### src/rtl/core_cfu_pkg.sv
// Shared encodings for the execute-stage control flow unit and its return-address stack.
package core_cfu_pkg;

  // writeback op encodings
  localparam int CFU_OP_W = 3;
  localparam logic [CFU_OP_W-1:0] CFU_OP_NOP    = 3'd0;
  localparam logic [CFU_OP_W-1:0] CFU_OP_TAKEN  = 3'd1;
  localparam logic [CFU_OP_W-1:0] CFU_OP_IGNORE = 3'd2;
  localparam logic [CFU_OP_W-1:0] CFU_OP_MRET   = 3'd3;
  localparam logic [CFU_OP_W-1:0] CFU_OP_TRAP   = 3'd4;

  // trap cause codes
  localparam logic [6:0] TRAP_IALIGN  = 7'd0;
  localparam logic [6:0] TRAP_IACCESS = 7'd1;
  localparam logic [6:0] TRAP_BREAKPT = 7'd3;
  localparam logic [6:0] TRAP_ECALLM  = 7'd11;

  // cfu_op one-hot bit positions
  localparam int CFU_OP_N  = 12;
  localparam int OP_BEQ    = 0;
  localparam int OP_BNE    = 1;
  localparam int OP_BLT    = 2;
  localparam int OP_BGE    = 3;
  localparam int OP_BLTU   = 4;
  localparam int OP_BGEU   = 5;
  localparam int OP_J      = 6;
  localparam int OP_JAL    = 7;
  localparam int OP_JALR   = 8;
  localparam int OP_MRET   = 9;
  localparam int OP_EBRK   = 10;
  localparam int OP_ECALL  = 11;

  // link registers for call/return detection
  localparam logic [4:0] LINK_X1 = 5'd1;
  localparam logic [4:0] LINK_X5 = 5'd5;

  typedef enum logic [1:0] {
    ST_IDLE = 2'd0,
    ST_REQ  = 2'd1,
    ST_DONE = 2'd2
  } cfu_state_t;

  function automatic logic is_link(input logic [4:0] idx);
    return (idx == LINK_X1) || (idx == LINK_X5);
  endfunction

endpackage

### src/rtl/core_cfu_ras.sv
// Circular return-address stack: push, pop, and pop-then-push (replace top).
// A push at full overwrites the oldest entry; a pop at empty is ignored.
module core_cfu_ras #(
  parameter int XLEN  = 64,
  parameter int DEPTH = 4
) (
  input  logic            g_clk,
  input  logic            g_reset,
  input  logic            push,
  input  logic            pop,
  input  logic [XLEN-1:0] push_data,
  output logic [XLEN-1:0] top,
  output logic            empty
);

  localparam int PTR_W = $clog2(DEPTH);
  localparam int CNT_W = PTR_W + 1;

  logic [XLEN-1:0]  mem [DEPTH];
  logic [PTR_W-1:0] ptr;
  logic [CNT_W-1:0] count;
  logic [PTR_W-1:0] top_idx;

  assign top_idx = ptr - PTR_W'(1);
  assign top     = mem[top_idx];
  assign empty   = (count == '0);

  // pointer and occupancy; pop-push on a non-empty stack leaves both unchanged
  always_ff @(posedge g_clk) begin
    if (g_reset) begin
      ptr   <= '0;
      count <= '0;
    end else if (push && !(pop && !empty)) begin
      ptr <= ptr + PTR_W'(1);
      if (count != CNT_W'(DEPTH)) count <= count + CNT_W'(1);
    end else if (pop && !push && !empty) begin
      ptr   <= ptr - PTR_W'(1);
      count <= count - CNT_W'(1);
    end
  end

  // entry storage; replace-top writes the current top slot
  always_ff @(posedge g_clk) begin
    if (!g_reset && push) begin
      if (pop && !empty) mem[top_idx] <= push_data;
      else               mem[ptr]     <= push_data;
    end
  end

endmodule

### src/rtl/core_pipe_exec_cfu_ras.sv
// Execute-stage control flow unit: resolves branches/jumps/mret/ecall/ebreak,
// issues control-flow change requests through a small FSM, and predicts
// jalr returns with a return-address stack.
//
// state | meaning
// IDLE  | evaluating the current instruction, request asserted combinationally
// REQ   | request outstanding, target held until cf_ack
// DONE  | request accepted, waiting for the next instruction
module core_pipe_exec_cfu_ras
  import core_cfu_pkg::*;
#(
  parameter int XLEN      = 64,
  parameter int PADDR_W   = 39,
  parameter int IALIGN    = 2,
  parameter int RAS_DEPTH = 4
) (
  input  logic                g_clk,
  input  logic                g_reset,
  input  logic                new_instr,
  input  logic                valid,
  input  logic [XLEN-1:0]     pc,
  input  logic [XLEN-1:0]     npc,
  input  logic [XLEN-1:0]     rs1,
  input  logic [XLEN-1:0]     offset,
  input  logic [4:0]          rd_addr,
  input  logic [4:0]          rs1_addr,
  input  logic                cmp_eq,
  input  logic                cmp_lt,
  input  logic                cmp_ltu,
  input  logic [CFU_OP_N-1:0] cfu_op,
  input  logic [XLEN-1:0]     csr_mepc,
  output logic                cf_valid,
  input  logic                cf_ack,
  output logic [XLEN-1:0]     cf_target,
  output logic [XLEN-1:0]     new_pc,
  output logic [CFU_OP_W-1:0] new_op,
  output logic [XLEN-1:0]     rd_wdata,
  output logic                rd_wen,
  output logic                trap_raise,
  output logic [6:0]          trap_cause,
  output logic                finished,
  output logic                ras_pred_valid,
  output logic [XLEN-1:0]     ras_pred_target,
  output logic                ras_mispredict
);

  // address bits above the implemented physical range; empty when PADDR_W == XLEN
  localparam logic [XLEN-1:0] HI_MASK = (PADDR_W >= XLEN) ? '0 : ({XLEN{1'b1}} << PADDR_W);

  cfu_state_t      state_q, state_d;
  logic [XLEN-1:0] target_q;
  logic            armed_q;

  logic            is_cond, cond_true, taken, req, ack_hit;
  logic [XLEN-1:0] sum, target, dest;
  logic            nonexist, misalign;
  logic            link_rd, link_rs1, do_push, do_pop, commit;
  logic            ras_empty;

  assign is_cond   = |cfu_op[OP_BGEU:OP_BEQ];
  assign cond_true = (cfu_op[OP_BEQ]  &  cmp_eq)  | (cfu_op[OP_BNE]  & ~cmp_eq)  |
                     (cfu_op[OP_BLT]  &  cmp_lt)  | (cfu_op[OP_BGE]  & ~cmp_lt)  |
                     (cfu_op[OP_BLTU] &  cmp_ltu) | (cfu_op[OP_BGEU] & ~cmp_ltu);
  assign taken     = cond_true | cfu_op[OP_J] | cfu_op[OP_JAL] | cfu_op[OP_JALR] | cfu_op[OP_MRET];

  assign sum      = (cfu_op[OP_JALR] ? rs1 : pc) + offset;
  assign target   = cfu_op[OP_JALR] ? {sum[XLEN-1:1], 1'b0} : sum;
  assign dest     = cfu_op[OP_MRET] ? csr_mepc : target;
  assign nonexist = |(dest & HI_MASK);
  assign misalign = (IALIGN == 4) ? |dest[1:0] : dest[0];

  assign trap_raise = valid & (cfu_op[OP_ECALL] | cfu_op[OP_EBRK] | (taken & (nonexist | misalign)));
  assign req        = valid & taken & ~trap_raise;

  // trap cause priority: access fault, ecall, ebreak, then misalignment
  always_comb begin
    trap_cause = TRAP_IALIGN;
    if (taken && nonexist)    trap_cause = TRAP_IACCESS;
    else if (cfu_op[OP_ECALL]) trap_cause = TRAP_ECALLM;
    else if (cfu_op[OP_EBRK])  trap_cause = TRAP_BREAKPT;
  end

  // request FSM next state and outputs; a new instruction in DONE is evaluated as from IDLE
  always_comb begin
    state_d   = state_q;
    cf_valid  = 1'b0;
    cf_target = dest;
    if (state_q == ST_REQ) begin
      cf_valid  = 1'b1;
      cf_target = target_q;
      if (new_instr)   state_d = ST_IDLE;
      else if (cf_ack) state_d = ST_DONE;
    end else if (state_q == ST_IDLE || new_instr) begin
      cf_valid = req;
      if (req) state_d = cf_ack ? ST_DONE : ST_REQ;
      else     state_d = ST_IDLE;
    end
  end

  // an ack racing a new instruction in REQ belongs to the abandoned request
  assign ack_hit  = cf_valid & cf_ack & ~((state_q == ST_REQ) & new_instr);
  assign finished = valid & (ack_hit | ((state_q == ST_DONE) & ~new_instr) |
                             trap_raise | (is_cond & ~cond_true));

  // writeback op and next pc
  always_comb begin
    new_op = CFU_OP_NOP;
    new_pc = npc;
    if (valid) begin
      if (trap_raise)          new_op = CFU_OP_TRAP;
      else if (cfu_op[OP_MRET]) new_op = CFU_OP_MRET;
      else if (taken)          new_op = CFU_OP_TAKEN;
      else if (is_cond)        new_op = CFU_OP_IGNORE;
      if (taken && !trap_raise) new_pc = cf_target;
    end
  end

  assign rd_wdata = npc;
  assign rd_wen   = valid & (cfu_op[OP_JAL] | cfu_op[OP_JALR]) & ~trap_raise;

  // call/return classification; equal link rd and rs1 is a plain push
  assign link_rd  = is_link(rd_addr);
  assign link_rs1 = is_link(rs1_addr);
  assign do_push  = (cfu_op[OP_JAL] | cfu_op[OP_JALR]) & link_rd;
  assign do_pop   = cfu_op[OP_JALR] & link_rs1 & ~(link_rd & (rd_addr == rs1_addr));

  // one RAS update per instruction, on its first clean finish
  assign commit = finished & ~trap_raise & (armed_q | new_instr) & ~g_reset;

  assign ras_pred_valid = valid & do_pop & ~ras_empty;
  assign ras_mispredict = commit & do_pop & ras_pred_valid & (ras_pred_target != target);

  // FSM state, held request target and commit arming
  always_ff @(posedge g_clk) begin
    if (g_reset) begin
      state_q  <= ST_IDLE;
      target_q <= '0;
      armed_q  <= 1'b1;
    end else begin
      state_q <= state_d;
      if (state_q != ST_REQ && state_d == ST_REQ) target_q <= dest;
      if (commit)         armed_q <= 1'b0;
      else if (new_instr) armed_q <= 1'b1;
    end
  end

  core_cfu_ras #(
    .XLEN  (XLEN),
    .DEPTH (RAS_DEPTH)
  ) u_ras (
    .g_clk     (g_clk),
    .g_reset   (g_reset),
    .push      (commit & do_push),
    .pop       (commit & do_pop),
    .push_data (npc),
    .top       (ras_pred_target),
    .empty     (ras_empty)
  );

endmodule

### config.mk
export PLATFORM = sky130hd
export DESIGN_NAME = core_pipe_exec_cfu_ras
export DESIGN_NICKNAME = d
export VERILOG_FILES = /design/src/rtl/core_cfu_pkg.sv /design/src/rtl/core_cfu_ras.sv /design/src/rtl/core_pipe_exec_cfu_ras.sv
export SDC_FILE = /design/constraint.sdc
export NUM_CORES = 1
export LEC_CHECK = 0
export CAP_MARGIN = 20
export CELL_PAD_IN_SITES_DETAIL_PLACEMENT = 1
export CELL_PAD_IN_SITES_GLOBAL_PLACEMENT = 1
export CORE_AREA = 2 2 238 240
export CTS_CLUSTER_SIZE = 40
export DETAILED_ROUTE_END_ITERATION = 10
export DIE_AREA = 0 0 240 242
export PLACE_DENSITY = 0.95
export SYNTH_ARGS = -nofsm -noshare
export SYNTH_HDL_FRONTEND = slang
export SYNTH_HIERARCHICAL = 1
export SYNTH_SLANG_ARGS = --single-unit
### constraint.sdc
create_clock -name g_clk -period 22.5 [get_ports g_clk]
set_input_delay 3.375 -clock g_clk [delete_from_list [all_inputs] [get_ports g_clk]]
set_output_delay 3.375 -clock g_clk [all_outputs]
set_load 0.005 [all_outputs]
==> impl_metrics.py, run 1 <==
metrics = {
    "run_status": {
        "status": "finished clean",
    },
    "critical_path": {
        "cp-end-kind": "output port",
        "required_ps": 19120,
        "cp.arrival_ps": 10530,
        "rr_worst_depth": 13,
        "worst-path-max-fanout": 52,
        "critPathKind": "in2out",
        "start_kind": "input pin",
    },
    "floorplan": {
        "start_util_pct": 39.63,
        "io_pins": 622,
        "num_rows": 87,
        "die_area_sq_um": 58080,
        "die_w_um": 240,
        "die_h_um": 242,
        "core_area_sq_um": 55730,
    },
    "grt": {
        "grt_start_max_net_pins": 85,
        "grt_pass1_wl_um": 152900,
        "grt_overflow": 0,
        "track_usage_pct": 35.50,
        "antenna_found_initial": 14,
        "grt_pass1_vias": 22888,
    },
    "synthesis": {
        "synth-seq-cells": 328,
        "yosysSeqAreaShare_pct": 41.33,
        "synthFlopType": "edfxtp_1",
        "yosysWarnings": 6,
        "synth_edf_count": 256,
        "yosys.cell_types.count": 109,
        "synth_area_per_cell_sq_um": 9.829,
        "synth_cells": 2247,
        "syn-cell-area_sq_um": 22090,
        "synthArstFlopShare_pct": 0,
    },
    "timing": {
        "tightest_slew_ps": 1175,
        "fmax_mhz": 71.89,
        "period_minus_slack_ps": 13910,
        "rsz0062_at_grt": "no",
        "maxSlewViolCount": 0,
        "period_share_pct": 61.82,
        "worst_clock_skew_ps": 13.58,
        "holdWs_ps": 465.4,
        "final-hold-violation-count": 0,
        "slew_headroom_pct": 21.67,
        "finalSetupTns_ps": 0,
        "setup-violations-final": 0,
    },
    "pwr": {
        "comb_power_share_pct": 32.0,
        "power_mw": 1.753,
        "p_clk_share_pct": 30.8,
        "power.internal_mw": 1.179,
        "switching_share_pct": 32.74,
        "p_per_area_nw_per_um2": 59.99,
        "switchingPower_uw": 573.9,
        "ir_drop_mv": 0.06571,
        "p_leak_nw": 10.62,
        "seq_power_share_pct": 37.1,
    },
    "layout": {
        "layout-drive-gt1-share_pct": 9.891,
        "fin_nets": 3130,
        "stdcell_area_sq_um": 29220,
        "final_core_util_pct": 52.44,
        "area_delta_synth_final_pct": 32.32,
    },
    "placement": {
        "place_congestion": 0.9550,
        "dpl_cell_area_sq_um": 28160,
        "dp_hpwl_um": 81870,
        "portBuffers": 617,
    },
    "clock_tree": {
        "post_cts_buffers": 0,
        "cts_sinks": 328,
        "cts.clk_slew.worst_paths_ps": 70,
        "hold_buffers": 0,
        "h-tree-depth": 1,
        "cts_tree": "built",
        "clk_latency_ps": 590,
        "cts-root-buf": "clkbuf_16",
        "cts_made_buffers": 31,
        "post_cts_resized": 0,
        "cts_max_path_buffers": 3,
    },
    "drt": {
        "drtIter0Drc": 2241,
        "vias_per_cell": 6.145,
        "antenna_left": 0,
        "drc": 0,
        "vias": 21549,
        "wirelength_um": 106800,
        "wire_per_inst_um": 30.45,
        "first_pass_iters": 5,
    },
    "worst_hold_path": {
        "holdPathStages": 2,
        "hold_path_class": "reg2reg",
    },
    "run": {
        "drv_cap": 0,
    },
}
[path summary, 6_finish.rpt]
path / startpoint / to / slack [ps]
setup / recovery: cfu_op[8] / cf_valid / 8590
hold / removal: target_q[11] / target_q[11] / 470
setup reg to reg: state_q[0] / u_ras/mem[0][19] / 17310
hold reg to reg: target_q[11] / target_q[11] / 470
[registers in the layout, summed over array words and instances (netlist names)]
name and cells:
target_q 64, u_ras/count 3, armed_q 1, u_ras/mem 256
state_q 2, u_ras/ptr 2
[per-layer routing]
metal / share of wire (%) / vias up / track usage [%]
met5: 0.029 / - / 0
met1: 38 / 10701 / 43.12
met2: 48 / 1374 / 59.10
li1: - / 9135 / -
met3: 8.6 / 335 / 7.144
met4: 5.9 / 4 / 18.96
[critical path, stage by stage]
cell             delay (ps)
buf_4                   270
buf_4                   610
mux2_2                  420
ha_1                    520
a21oi_1                 380
o21ai_0                 220
a211oi_1                670
a21oi_1                 130
a211o_1                 250
a31oi_1                 320
mux2i_1                 590
nand4_4                 190
nor3b_2                 300
and4_2                  770
buf_4                   560
nand2_1                 120
a22oi_1                 180
clkdlybuf4s50_1         550
[power groups by stage]
stage	Combinational, mW	Sequential, mW	Clock, mW
global route	0.587	0.651	0.560
CTS	0.548	0.651	0.539
global placement	0.529	0.665	0
detailed placement	0.542	0.665	0
finish	0.562	0.651	0.540
floorplan	0.270	0.665	0
[stage by stage]
| step | cells | setup WS (ps) |
|---|---|---|
| after floorplan | 2250 | 9178 |
| after global placement | 3436 | 8590 |
| after detailed placement | 3437 | 8821 |
| after CTS | 3495 | 8712 |
| after global routing | 3505 | 8269 |
| final | 3507 | 8591 |
[synth_stat cells, drive strengths merged (12+ instances only)]
| master | instances | area [sq um] |
|---|---|---|
| nand2 | 347 | 1305 |
| edfxtp | 256 | 7687 |
| nor2 | 242 | 910.9 |
| a21oi | 156 | 822.1 |
| buf | 135 | 934.6 |
| o21ai | 109 | 560.6 |
| mux2 | 81 | 915.9 |
| dfxtp | 72 | 1441 |
| clkbuf | 70 | 312.8 |
| xnor2 | 67 | 594.3 |
| ha | 64 | 800.8 |
| mux4 | 64 | 1441 |
| nand4 | 55 | 410.4 |
| xor2 | 48 | 420.4 |
| mux2i | 38 | 380.4 |
| nand3 | 35 | 175.2 |
| and3 | 34 | 219.0 |
| nor3 | 34 | 170.2 |
| o21a | 30 | 226.5 |
| inv | 26 | 97.59 |
| a31oi | 22 | 137.6 |
| a21o | 21 | 157.7 |
| or2 | 20 | 125.1 |
| nor4 | 16 | 112.6 |
| o211ai | 16 | 125.1 |
| a211oi | 12 | 100.1 |
| o21bai | 12 | 90.09 |
[kinds of logic after synthesis]
family / share of synthesized area, %
AO/OA/AOI/OAI: 13.66
XOR/XNOR: 4.798
adder cells (fa/ha/maj): 3.716
buffers and inverters: 6.107
flip-flops: 41.33
multiplexers: 12.40
other: 0.01698
AND/OR/NAND/NOR: 17.97
[layout by cell type (no fill, tap or decap), types with 12 or more instances in the layout]
| cell type | count |
|---|---|
| dfxtp_1 | 70 |
| nand2_1 | 346 |
| mux2i_1 | 38 |
| inv_1 | 26 |
| ha_1 | 64 |
| xor2_1 | 48 |
| nor2_1 | 240 |
| o21ai_0 | 91 |
| a31oi_1 | 22 |
| o211ai_1 | 15 |
| xnor2_1 | 66 |
| o21bai_1 | 12 |
| and3_1 | 31 |
| o21ai_1 | 16 |
| nor4_1 | 14 |
| mux2_2 | 80 |
| a21oi_1 | 145 |
| buf_4 | 20 |
| a21o_1 | 21 |
| nand4_1 | 50 |
| nand3_1 | 35 |
| mux4_2 | 64 |
| clkbuf_16 | 31 |
| o21a_1 | 29 |
| edfxtp_1 | 256 |
| nor3_1 | 34 |
| clkdlybuf4s50_1 | 614 |
[area by class of cell]
| class | count | area, sq um |
|---|---|---|
| fillers | 6196 | 26510 |
| multi-input cells | 1690 | 11670 |
| flip-flops and latches | 328 | 9136 |
| repair buffers | 637 | 6311 |
| well taps | 756 | 945.9 |
| clock buffers | 41 | 863.3 |
| clock inverters | 17 | 163.9 |
| inverters | 27 | 101.3 |
| diodes | 11 | 27.53 |
Power figures use the tool's default switching activity.
==> run 2, diff against run 1 <==
CORE_AREA = default   (was 2 2 238 240)
CORE_MARGIN = 1.5   (was default)
CORE_UTILIZATION = 37   (was default)
DIE_AREA = default   (was 0 0 240 242)
PLACE_DENSITY = 0.94   (was 0.95)
clock period = 13.9 ns   (was 22.5 ns; I/O delays follow)
==> impl_metrics.py, run 2 (synthesis results as in run 1) <==
metrics = {
    "worst_hold_path": {
        "holdPathStages": 2,
        "hp-start": "target_q[33]",
        "hold_path_class": "reg2reg",
        "min_to": "target_q[33]",
    },
    "grt": {
        "grt_overflow": 0,
        "antenna_found_initial": 17,
        "track_usage_pct": 32.36,
        "grt_pass1_vias": 21994,
        "grt_pass1_wl_um": 146200,
        "grt_start_max_net_pins": 75,
    },
    "layout": {
        "top_register": "u_ras/mem",
        "top_regs": "u_ras/mem (256), target_q (64), u_ras/count (3)",
        "mostFrequentLayoutCells": "614 x clkdlybuf4s50_1, 346 x nand2_1, 256 x edfxtp_1",
        "fin_nets": 3138,
        "layout-drive-gt1-share_pct": 10.01,
        "fillers": 6553,
        "layout_commonest_cell": "clkdlybuf4s50_1",
        "area_delta_synth_final_pct": 32.65,
        "largest_reg_flops": 256,
    },
    "critical_path": {
        "reg2reg_from": "state_q[0]",
        "required_ps": 11810,
        "rrSetupSlack_ps": 8460,
        "critPathKind": "in2out",
        "rr_worst_depth": 12,
        "worst-path-max-fanout": 52,
        "cp-end-kind": "output port",
        "start_kind": "input pin",
        "cp.arrival_ps": 9030,
        "r2r_end": "u_ras/mem[3][8]",
    },
    "placement": {
        "place_congestion": 0.9594,
        "dp_hpwl_um": 80900,
        "portBuffers": 617,
    },
    "timing": {
        "worst_clock_skew_ps": 16.19,
        "period_share_pct": 80.00,
        "final-hold-violation-count": 0,
        "slew_headroom_pct": 23.77,
        "rsz0062_at_grt": "no",
        "finalSetupTns_ps": 0,
        "fmax_mhz": 89.93,
        "period_minus_slack_ps": 11120,
        "maxSlewViolCount": 0,
        "holdWs_ps": 467.6,
        "tightest_slew_ps": 1143,
        "setup-violations-final": 0,
    },
    "pwr": {
        "p_leak_nw": 10.65,
        "power_mw": 2.833,
        "p_per_area_nw_per_um2": 96.69,
        "ir_drop_mv": 0.07113,
    },
    "clock_tree": {
        "cts.clk_slew.worst_paths_ps": 60,
        "cts-root-buf": "clkbuf_16",
        "post_cts_buffers": 0,
        "cts_sinks": 328,
        "clk_latency_ps": 520,
        "hold_buffers": 0,
        "post_cts_resized": 0,
        "cts_max_path_buffers": 3,
        "cts_tree": "built",
        "h-tree-depth": 2,
        "cts_made_buffers": 34,
    },
    "drt": {
        "drc": 0,
        "wirelength_um": 102900,
        "wire_per_inst_um": 29.12,
        "vias": 21095,
        "drtIter0Drc": 2122,
        "antenna_left": 0,
        "vias_per_cell": 5.969,
        "first_pass_iters": 6,
    },
    "floorplan": {
        "die_w_um": 247.3,
        "die_h_um": 247.3,
        "start_util_pct": 37.42,
        "num_rows": 89,
        "core_area_sq_um": 59020,
        "io_pins": 622,
        "die_area_sq_um": 61170,
    },
    "run": {
        "drv_cap": 0,
    },
    "run_status": {
        "status": "finished clean",
    },
}
-- run 2: worst max path at each step --
| stage | start | end | cells past startpoint |
|---|---|---|---|
| 6_report | cfu_op[8] | new_pc[53] | 18 |
| 5_1_grt | cfu_op[8] | new_pc[58] | 18 |
| 4_1_cts | cfu_op[8] | new_pc[53] | 18 |
| 3_5_place_dp | cfu_op[8] | u_ras/mem[3][7] | 21 |
| 3_3_place_gp | cfu_op[8] | cf_valid | 16 |
| 2_1_floorplan | cfu_op[8] | u_ras/mem[0][0] | 21 |
-- run 2: metrics by stage --
| stage | area, sq um | setup WS, ps | cells | utilization, % |
|---|---|---|---|---|
| floorplan | 22100 | 1868 | 2250 | - |
| global placement | 28210 | 2909 | 3457 | 47.80 |
| detailed placement | 28220 | 2719 | 3458 | 47.81 |
| CTS | 29250 | 2942 | 3519 | 49.57 |
| global route | 29290 | 2609 | 3533 | 49.64 |
| finish | 29300 | 2781 | 3534 | 49.64 |
-- run 2: area by class of cell --
type | instances | area (sq um) | share of cell area, %
multi-input cells | 1690 | 11670 | 39.85
flip-flops and latches | 328 | 9136 | 31.19
repair buffers | 642 | 6346 | 21.66
well taps | 773 | 967.2 | 3.301
clock buffers | 42 | 912.1 | 3.113
clock inverters | 19 | 126.4 | 0.4313
inverters | 27 | 101.3 | 0.3459
diodes | 13 | 32.53 | 0.1110
-- run 2: report_power, final --
group / total (mW) / internal [mW] / switching, mW
Sequential: 1.05 / 1.05 / 0.00000323
Combinational: 0.899 / 0.364 / 0.535
Clock: 0.879 / 0.488 / 0.391
-- run 2: per-layer routing --
metal / global-route usage, % / routed length (um)
met2: 54.72 / 49760
met5: 0 / 32
met4: 14.58 / 4800
met1: 40.96 / 41020
met3: 4.558 / 7309
-- run 2: critical path, stage by stage --
cell	delay, ps
buf_4	290
buf_4	610
mux2i_1	450
inv_1	90
ha_1	300
a211oi_1	490
o21ai_1	260
nand3b_1	170
nand3_1	260
a221oi_1	710
a41oi_1	250
o31ai_1	830
and4b_1	320
and4bb_1	250
nand4_1	170
buf_4	470
mux2_2	430
clkdlybuf4s50_1	450
==> run 3, diff against run 2 <==
clock period = 10.72 ns   (was 13.9 ns; I/O delays follow)
==> impl_metrics.py, run 3 (synthesis results as in run 1) <==
metrics = {
    "run_status": {
        "status": "finished clean",
    },
    "layout": {
        "layout_commonest_cell": "clkdlybuf4s50_1",
        "largest_reg_flops": 256,
        "final_core_util_pct": 49.69,
        "layout-drive-gt1-share_pct": 10.34,
        "area_delta_synth_final_pct": 32.77,
        "fin_nets": 3136,
        "top_regs": "u_ras/mem (256), target_q (64), u_ras/count (3)",
        "mostFrequentLayoutCells": "614 x clkdlybuf4s50_1, 346 x nand2_1, 256 x edfxtp_1",
        "top_register": "u_ras/mem",
        "fillers": 6533,
    },
    "critical_path": {
        "startpoint": "cfu_op[8]",
        "cp-end-kind": "output port",
        "endpoint": "new_pc[30]",
        "reg2reg_from": "state_q[0]",
        "rr_worst_depth": 12,
        "worst-path-max-fanout": 44,
        "r2r_end": "u_ras/mem[3][24]",
        "required_ps": 9110,
        "cp.arrival_ps": 8190,
        "worst-path-stages": 19,
        "critPathKind": "in2out",
        "rrSetupSlack_ps": 5920,
        "cp_top_family": "simple AND/OR/NAND/NOR gates",
        "cpMaxStageDelayCell": "nand4_1",
        "critical_path.max_stage_delay_ps": 810,
        "path_buf_inv": 4,
        "start_kind": "input pin",
        "worstPathCellList": "buf_4, mux2_2, ha_1, inv_1, fa_1, nand2b_1, a21oi_4, o211ai_1, a311oi_2, or2_1, a31oi_1, mux2i_1, nand3_1, nor3b_2, nand4_1, buf_4, nand2_1, nand2_1, clkdlybuf4s50_1",
    },
    "clock_tree": {
        "clk_latency_ps": 590,
        "cts-root-buf": "clkbuf_16",
        "cts_tree": "built",
        "cts.clk_slew.worst_paths_ps": 70,
        "hold_buffers": 0,
        "cts_made_buffers": 31,
        "cts_sinks": 328,
        "post_cts_resized": 0,
        "h-tree-depth": 1,
        "cts_max_path_buffers": 3,
        "post_cts_buffers": 0,
    },
    "grt": {
        "grt_pass1_wl_um": 151500,
        "grt_start_max_net_pins": 78,
        "grt_overflow": 0,
        "antenna_found_initial": 12,
        "grt_pass1_vias": 22609,
        "track_usage_pct": 33.61,
    },
    "drt": {
        "vias": 21597,
        "first_pass_iters": 7,
        "vias_per_cell": 6.127,
        "wire_per_inst_um": 30.35,
        "antenna_left": 0,
        "wirelength_um": 107000,
        "drc": 0,
        "drtIter0Drc": 2037,
    },
    "pwr": {
        "ir_drop_mv": 0.1353,
        "power_mw": 3.679,
        "p_per_area_nw_per_um2": 125.4,
        "p_leak_nw": 10.67,
    },
    "timing": {
        "slew_headroom_pct": 21.63,
        "period_minus_slack_ps": 9797,
        "finalSetupTns_ps": 0,
        "rsz0062_at_grt": "no",
        "final-hold-violation-count": 0,
        "holdWs_ps": 462.7,
        "fin_ws_ps": 923.2,
        "worst_clock_skew_ps": 12.82,
        "tightest_slew_ps": 1176,
        "setup-violations-final": 0,
        "period_share_pct": 91.39,
        "fmax_mhz": 102.1,
        "maxSlewViolCount": 0,
    },
    "placement": {
        "place_congestion": 0.9410,
        "dp_hpwl_um": 82550,
        "portBuffers": 617,
        "place_ws_ps": 991.1,
    },
    "floorplan": {
        "num_rows": 89,
        "io_pins": 622,
        "die_area_sq_um": 61170,
        "core_area_sq_um": 59020,
        "die_w_um": 247.3,
        "start_util_pct": 37.42,
        "die_h_um": 247.3,
    },
    "worst_hold_path": {
        "hold_path_class": "reg2reg",
    },
    "run": {
        "drv_cap": 0,
    },
}
run 3: changes by cell type in the layout (fill, tap and decap cells not counted), sizes merged:
cell      delta
clkinvlp     -1
clkinv       -2
buf          +2
diode        -7
inv          +6
clkbuf       -7
run 3: report_power, final:
group,switching (mW),internal [mW],leakage (nW)
clock,0.535,0.600,0.513
combinational,0.706,0.472,7.27
sequential,0.00000286,1.37,2.88
total,1.24,2.44,10.7
run 3: per-stage QoR:
stage	cells	area, sq um
finish	3525	29320
global route	3524	29320
CTS	3519	29310
detailed placement	3461	28280
global placement	3460	28280
floorplan	2250	22100
run 3: worst min-delay path, cell delays in order, from the launching register on:
cell and delay (ps):
dfxtp_1 310, nand2_1 50, a21oi_1 50
run 3: final cells by class:
class | count | area (sq um) | area share [%]
repair buffers | 643 | 6396 | 21.81
clock inverters | 22 | 181.4 | 0.6187
diodes | 6 | 15.01 | 0.05120
inverters | 27 | 101.3 | 0.3456
flip-flops and latches | 328 | 9136 | 31.16
well taps | 773 | 967.2 | 3.298
clock buffers | 36 | 845.8 | 2.884
multi-input cells | 1690 | 11680 | 39.83
run 3: worst min path at each step:
stage / startpoint / endpoint / depth (start not counted)
finish: target_q[3] / target_q[3] / 2
CTS: target_q[3] / target_q[3] / 2
detailed placement: target_q[15] / target_q[15] / 2
global placement: target_q[3] / target_q[3] / 2
floorplan: target_q[1] / target_q[1] / 2
global route: target_q[25] / target_q[25] / 2
run 3: per-layer routing:
metal | up-vias | track usage, % | share of wire [%]
met5 | - | 0 | 0.048
met4 | 8 | 15.13 | 4.9
met3 | 317 | 5.785 | 9.0
met2 | 1357 | 56.48 | 48
met1 | 10751 | 42.16 | 38
li1 | 9164 | - | -
